### src/rtl/eth_tx_frame_ctrl.sv
// eth_tx_frame_ctrl: Gigabit Ethernet transmit frame sequencer.
// Takes destination MAC .. payload bytes over valid/ready. Drives GMII with
// preamble, SFD, payload, optional zero pad, FCS and inter-frame gap.
// The FCS comes from an external CRC32_D8 engine sequenced via crc_init/crc_en.
// Optional feature macro: ETH_TX_PAD_EN pads frames shorter than MIN_FRAME with
// zeros (pad included in the CRC). When it is undefined, frames go out unpadded.
module eth_tx_frame_ctrl #(
  parameter int PREAMBLE_LEN = 7,
  parameter int IFG_LEN      = 12,
  parameter int MIN_FRAME    = 60
) (
  input  logic        clk,
  input  logic        rst_n,
  input  logic [7:0]  s_data,
  input  logic        s_valid,
  input  logic        s_last,
  output logic        s_ready,
  output logic        crc_init,
  output logic        crc_en,
  output logic [7:0]  crc_data,
  input  logic [31:0] crc_value,
  output logic [7:0]  gmii_txd,
  output logic        gmii_tx_en,
  output logic        gmii_tx_er,
  output logic        frame_done,
  output logic        underrun
);

`ifdef ETH_TX_PAD_EN
  localparam bit PAD_EN = 1'b1;
`else
  localparam bit PAD_EN = 1'b0;
`endif

  localparam logic [7:0]  PRE_LAST    = 8'(PREAMBLE_LEN - 1);
  localparam logic [7:0]  IFG_LAST    = 8'(IFG_LEN - 1);
  localparam logic [15:0] MIN_FRAME_W = 16'(MIN_FRAME);

  typedef enum logic [2:0] {
    S_IDLE, S_PREAMBLE, S_SFD, S_PAYLOAD, S_PAD, S_FCS, S_IFG, S_DRAIN
  } state_t;

  state_t      state_q, state_d;
  logic [7:0]  cnt_q, cnt_d;
  logic [1:0]  fcs_idx_q, fcs_idx_d;
  logic [15:0] byte_cnt_q, byte_cnt_d;
  logic [31:0] fcs_q, fcs_d;
  logic        aborted_q, aborted_d;
  logic [7:0]  txd_q, txd_d;
  logic        tx_en_q, tx_en_d;
  logic        tx_er_q, tx_er_d;
  logic        frame_done_q, frame_done_d;
  logic        underrun_q, underrun_d;

  logic [15:0] byte_cnt_inc;
  logic        pad_needed;

  // Saturating byte count and the short-frame decision taken on the last byte
  always_comb begin
    byte_cnt_inc = (byte_cnt_q == 16'hFFFF) ? 16'hFFFF : byte_cnt_q + 16'd1;
    pad_needed   = PAD_EN && (byte_cnt_inc < MIN_FRAME_W);
  end

  // State, counter and registered GMII output storage
  always_ff @(posedge clk or negedge rst_n) begin
    if (!rst_n) begin
      state_q      <= S_IDLE;
      cnt_q        <= '0;
      fcs_idx_q    <= '0;
      byte_cnt_q   <= '0;
      fcs_q        <= '0;
      aborted_q    <= 1'b0;
      txd_q        <= '0;
      tx_en_q      <= 1'b0;
      tx_er_q      <= 1'b0;
      frame_done_q <= 1'b0;
      underrun_q   <= 1'b0;
    end else begin
      state_q      <= state_d;
      cnt_q        <= cnt_d;
      fcs_idx_q    <= fcs_idx_d;
      byte_cnt_q   <= byte_cnt_d;
      fcs_q        <= fcs_d;
      aborted_q    <= aborted_d;
      txd_q        <= txd_d;
      tx_en_q      <= tx_en_d;
      tx_er_q      <= tx_er_d;
      frame_done_q <= frame_done_d;
      underrun_q   <= underrun_d;
    end
  end

  // Next-state logic; the last gap cycle doubles as the idle decision so that
  // back-to-back frames are separated by exactly IFG_LEN idle wire cycles
  always_comb begin
    state_d = state_q;
    case (state_q)
      S_IDLE:     if (s_valid) state_d = S_PREAMBLE;
      S_PREAMBLE: if (cnt_q == PRE_LAST) state_d = S_SFD;
      S_SFD:      state_d = S_PAYLOAD;
      S_PAYLOAD: begin
        if (!s_valid)   state_d = S_DRAIN;
        else if (s_last) state_d = pad_needed ? S_PAD : S_FCS;
      end
      S_PAD:      if (byte_cnt_inc >= MIN_FRAME_W) state_d = S_FCS;
      S_FCS:      if (fcs_idx_q == 2'd3) state_d = S_IFG;
      S_IFG:      if (cnt_q == IFG_LAST) state_d = s_valid ? S_PREAMBLE : S_IDLE;
      S_DRAIN:    if (s_valid && s_last) state_d = S_IFG;
      default:    state_d = S_IDLE;
    endcase
  end

  // Per-state outputs: combinational handshake/CRC controls and next values
  // of the registered wire signals and counters
  always_comb begin
    s_ready      = 1'b0;
    crc_init     = 1'b0;
    crc_en       = 1'b0;
    crc_data     = 8'h00;
    cnt_d        = '0;
    fcs_idx_d    = '0;
    byte_cnt_d   = byte_cnt_q;
    fcs_d        = fcs_q;
    aborted_d    = aborted_q;
    txd_d        = 8'h00;
    tx_en_d      = 1'b0;
    tx_er_d      = 1'b0;
    frame_done_d = 1'b0;
    underrun_d   = 1'b0;
    case (state_q)
      S_PREAMBLE: begin
        txd_d   = 8'h55;
        tx_en_d = 1'b1;
        cnt_d   = (cnt_q == PRE_LAST) ? 8'd0 : cnt_q + 8'd1;
      end
      S_SFD: begin
        txd_d      = 8'hD5;
        tx_en_d    = 1'b1;
        crc_init   = 1'b1;
        byte_cnt_d = '0;
        aborted_d  = 1'b0;
      end
      S_PAYLOAD: begin
        s_ready = 1'b1;
        if (s_valid) begin
          crc_en     = 1'b1;
          crc_data   = s_data;
          txd_d      = s_data;
          tx_en_d    = 1'b1;
          byte_cnt_d = byte_cnt_inc;
        end else begin
          // Starved mid-frame: mark the frame bad on the wire and abort it
          tx_en_d    = 1'b1;
          tx_er_d    = 1'b1;
          underrun_d = 1'b1;
          aborted_d  = 1'b1;
        end
      end
      S_PAD: begin
        crc_en     = 1'b1;
        tx_en_d    = 1'b1;
        byte_cnt_d = byte_cnt_inc;
      end
      S_FCS: begin
        tx_en_d   = 1'b1;
        fcs_idx_d = fcs_idx_q + 2'd1;
        case (fcs_idx_q)
          2'd0: begin
            // CRC engine absorbed the final byte on the previous edge
            fcs_d = crc_value;
            txd_d = crc_value[7:0];
          end
          2'd1:    txd_d = fcs_q[15:8];
          2'd2:    txd_d = fcs_q[23:16];
          default: txd_d = fcs_q[31:24];
        endcase
      end
      S_IFG: begin
        cnt_d        = (cnt_q == IFG_LAST) ? 8'd0 : cnt_q + 8'd1;
        frame_done_d = (cnt_q == 8'd0) && !aborted_q;
      end
      S_DRAIN: s_ready = 1'b1;
      default: ;
    endcase
  end

  assign gmii_txd   = txd_q;
  assign gmii_tx_en = tx_en_q;
  assign gmii_tx_er = tx_er_q;
  assign frame_done = frame_done_q;
  assign underrun   = underrun_q;

endmodule

### config.mk
export PLATFORM = sky130hd
export DESIGN_NAME = eth_tx_frame_ctrl
export DESIGN_NICKNAME = d
export VERILOG_FILES = /design/src/rtl/eth_tx_frame_ctrl.sv
export SDC_FILE = /design/constraint.sdc
export NUM_CORES = 1
export LEC_CHECK = 0
export BUFFER_PORTS_ARGS = -buffer_cell sky130_fd_sc_hd__buf_2
export CORE_MARGIN = 2
export CORE_UTILIZATION = 35
export DETAILED_ROUTE_END_ITERATION = 12
export PLACE_DENSITY = 0.53
export SLEW_MARGIN = 20
export SYNTH_ARGS = -nofsm -noshare
export SYNTH_HDL_FRONTEND = slang
export SYNTH_SLANG_ARGS = --single-unit
### constraint.sdc
create_clock -name clk -period 2.5 [get_ports clk]
set_input_delay 0.375 -clock clk [delete_from_list [all_inputs] [get_ports clk]]
set_output_delay 0.375 -clock clk [all_outputs]
set_load 0.02 [all_outputs]
==> results.ini <==
[power_and_ir_drop]
p_leak_nw=1.98
powerDensity_nw_per_um2=1040
total_power_mw=4.37
peakVddDrop_uv=423

[critical_path]
start_kind=flop
crit_path_cell_trace=nand2_1 -> inv_1 -> and3_1 -> a21oi_2 -> inv_4 -> buf_2
cp_max_fo=22
crit_buf_inv=3
slowest_delay_ps=480
crit_type=flop to primary output
crit_path_top_delay_cell=dfrtp_1
critPathRequiredTime_ps=2120
critical_path.endpoint_type=primary output
crit_family=buffers and inverters
arrival_ps=1920

[synth]
syn_area_um2=3460
synthArstFlopShare_pct=100
yosysUniqueCellTypes=53
yosysWarnings=0
avgSynthCellArea_um2=9.90
netlist_instances=350
synth_seq_cells=65
synth_edf_count=0
synthFlopType=dfrtp_1
synth_nets=402
yosysSeqAreaShare_pct=47.0

[routing]
routed_wl_um=8080
wire_per_inst_um=14.5
drt_iter0_markers=132
dr.pass1.iters=4
ant_nets=0
drc=0
viasPerCell=5.10
vias=2837

[timing]
min_period_ps=2300
final-setup-viol-count=0
tns_ps=0
worstMarginPinSlew_ps=736
fin_crit_sh_pct=91.8
final_max_slew_viol_count=0
skew_ps=11.2
rsz0062_at_grt=no
maxSlewHeadroom_pct=50.9
hold_viol=0
max_freq_mhz=436

[cells_and_area]
area_growth_pct=21.4
fin_area_um2=4210
fin_util_pct=43.4
fin_cells=556
diodes=0
drive_above_1_share_pct=31.2
nets=470

[clocking]
cts.clk_slew.worst_paths_ps=80
cts_tree=built
cts_root_buf=clkbuf_8
clk_latency_ps=350
cts_sinks=65
cts-htree-levels=3
cts_max_path_buffers=2
numCtsBuffers=9
cts_hold_buf=0

[placement]
portBuffers=66
post-dp-hpwl_um=5770
routabilityCongestion=0.813
dp.cells=540
dpl_cell_area_um2=3960

[die]
dieArea_um2=10700
coreArea_um2=9680
die_x_um=103
rows=36
num_io_pins=67
start_util_pct=35.8
die_h_um=103

[grt]
grt_start_max_net_pins=31
grt_antenna_before_repair=0
grt_pass1_vias=2605
grtUsageMet3_pct=3.36
grtUsageMet2_pct=22.8
grt_pass1_wl_um=13000
use_met1_pct=22.5
busiest_layer=met2
grt_usage_pct=15.6
grt-ovfl-total=0

[run_status]
outcome=finished, final reports clean

[run]
drv_cap=0

[min_path]
hold_class=input port to async pin

## cell usage in the layout (no fill, tap or decap), drive strengths merged, types with 5 or more instances in the layout
| master | netlist | routed |
|---|---|---|
| nor2 | 28 | 28 |
| ha | 8 | 8 |
| nand3 | 22 | 22 |
| nor3 | 7 | 7 |
| nand2 | 26 | 26 |
| xor2 | 5 | 5 |
| buf | 8 | 78 |
| mux2 | 24 | 24 |
| a22o | 14 | 14 |
| and3 | 11 | 11 |
| a222oi | 8 | 8 |
| inv | 17 | 18 |
| o211ai | 6 | 6 |
| a21oi | 21 | 21 |
| clkbuf | 13 | 10 |
| o21ai | 24 | 24 |
| dfrtp | 65 | 65 |
| and2 | 5 | 5 |
## sequential cells by signal, indices dropped and copies added, names as in the netlist, named ones only
name,count
frame_done,1
cnt_q,8
gmii_tx_en,1
state_q,2
fcs_q,24
fcs_idx_q,2
byte_cnt_q,16
aborted_q,1
underrun,1
gmii_txd,8
## power by group
group	leakage (nW)	internal, mW	switching (mW)	total [mW]
clock	0.117	0.668	0.431	1.10
sequential	0.830	1.39	0.220	1.61
combinational	1.04	0.723	0.933	1.66
total	1.98	2.78	1.58	4.37
## synth_stat cells (2+ instances only)
cell / count / share of area [%]
dfrtp_1: 65 / 47
nor2_1: 27 / 2.9
nand2_1: 26 / 2.8
mux2_2: 24 / 7.8
o21ai_0: 23 / 3.3
nand3_1: 21 / 3.0
a21oi_1: 20 / 2.9
inv_1: 16 / 1.7
a22o_1: 14 / 3.5
clkbuf_1: 13 / 1.4
and3_1: 10 / 1.8
a222oi_1: 8 / 2.3
ha_1: 8 / 2.9
nor3_1: 6 / 0.87
o211ai_1: 6 / 1.3
and2_1: 5 / 0.90
xor2_1: 5 / 1.3
buf_2: 4 / 0.58
nor2b_1: 4 / 0.72
o31ai_1: 4 / 0.87
o21bai_1: 3 / 0.65
a31oi_1: 2 / 0.36
buf_6: 2 / 0.65
mux2i_1: 2 / 0.58
nand2b_1: 2 / 0.36
nand4_1: 2 / 0.36
or2_2: 2 / 0.36
## area by class of cell
type | count | area [um2]
clock buffer | 10 | 128
clock inverter | 6 | 115
fill | 971 | 5480
inverter | 17 | 66.3
multi-input combinational | 247 | 1670
sequential | 65 | 1630
tap | 133 | 166
timing repair buffer | 78 | 433
## per-layer routing
metal  share of wire [%]  vias to the layer above  wire (um)
li1                    -                     1402          -
met1                  49                     1367       3980
met2                  45                       52       3630
met3                 3.8                       16        306
met4                 1.9                        0        157
met5                   0                        -          0
## cells by family (layout without fill, tap and decap cells)
family                   Yosys count  after routing  share of synthesized area, %
AND/OR/NAND/NOR                  116            116                          17.0
AO/OA/AOI/OAI                     91             91                          18.5
flip-flops                        65             65                          47.0
buffers and inverters             38            111                          4.80
multiplexers                      26             26                          8.38
adder cells (fa/ha/maj)            8              8                          2.89
XOR/XNOR                           6              6                          1.52
## worst paths after layout
path                          startpoint              to  slack (ps)  cells past startpoint
setup / recovery              state_q[1]          crc_en         200                      6
hold / removal                     rst_n   byte_cnt_q[9]          90                      1
hold reg to reg                aborted_q       aborted_q         490                      1
min in group clk           crc_value[27]       fcs_q[27]         250                      2
max in group asynchronous          rst_n       fcs_q[10]        1750                      2
setup reg to reg           byte_cnt_q[0]  byte_cnt_q[11]         390                      7
## metrics by stage
stage	worst slack (ps)	hold slack, ps
5_1_grt	20.2	142
2_1_floorplan	477	79.4
3_3_place_gp	438	485
6_report	204	87.8
3_5_place_dp	394	485
4_1_cts	58.2	108
## repair_timing
item / in CTS / in global routing
resized for setup: 0 / 2
endpoints found under the setup margin: 0 / 1
setup buffers: 0 / 0
No activity file was read; power rests on OpenSTA's default activity.
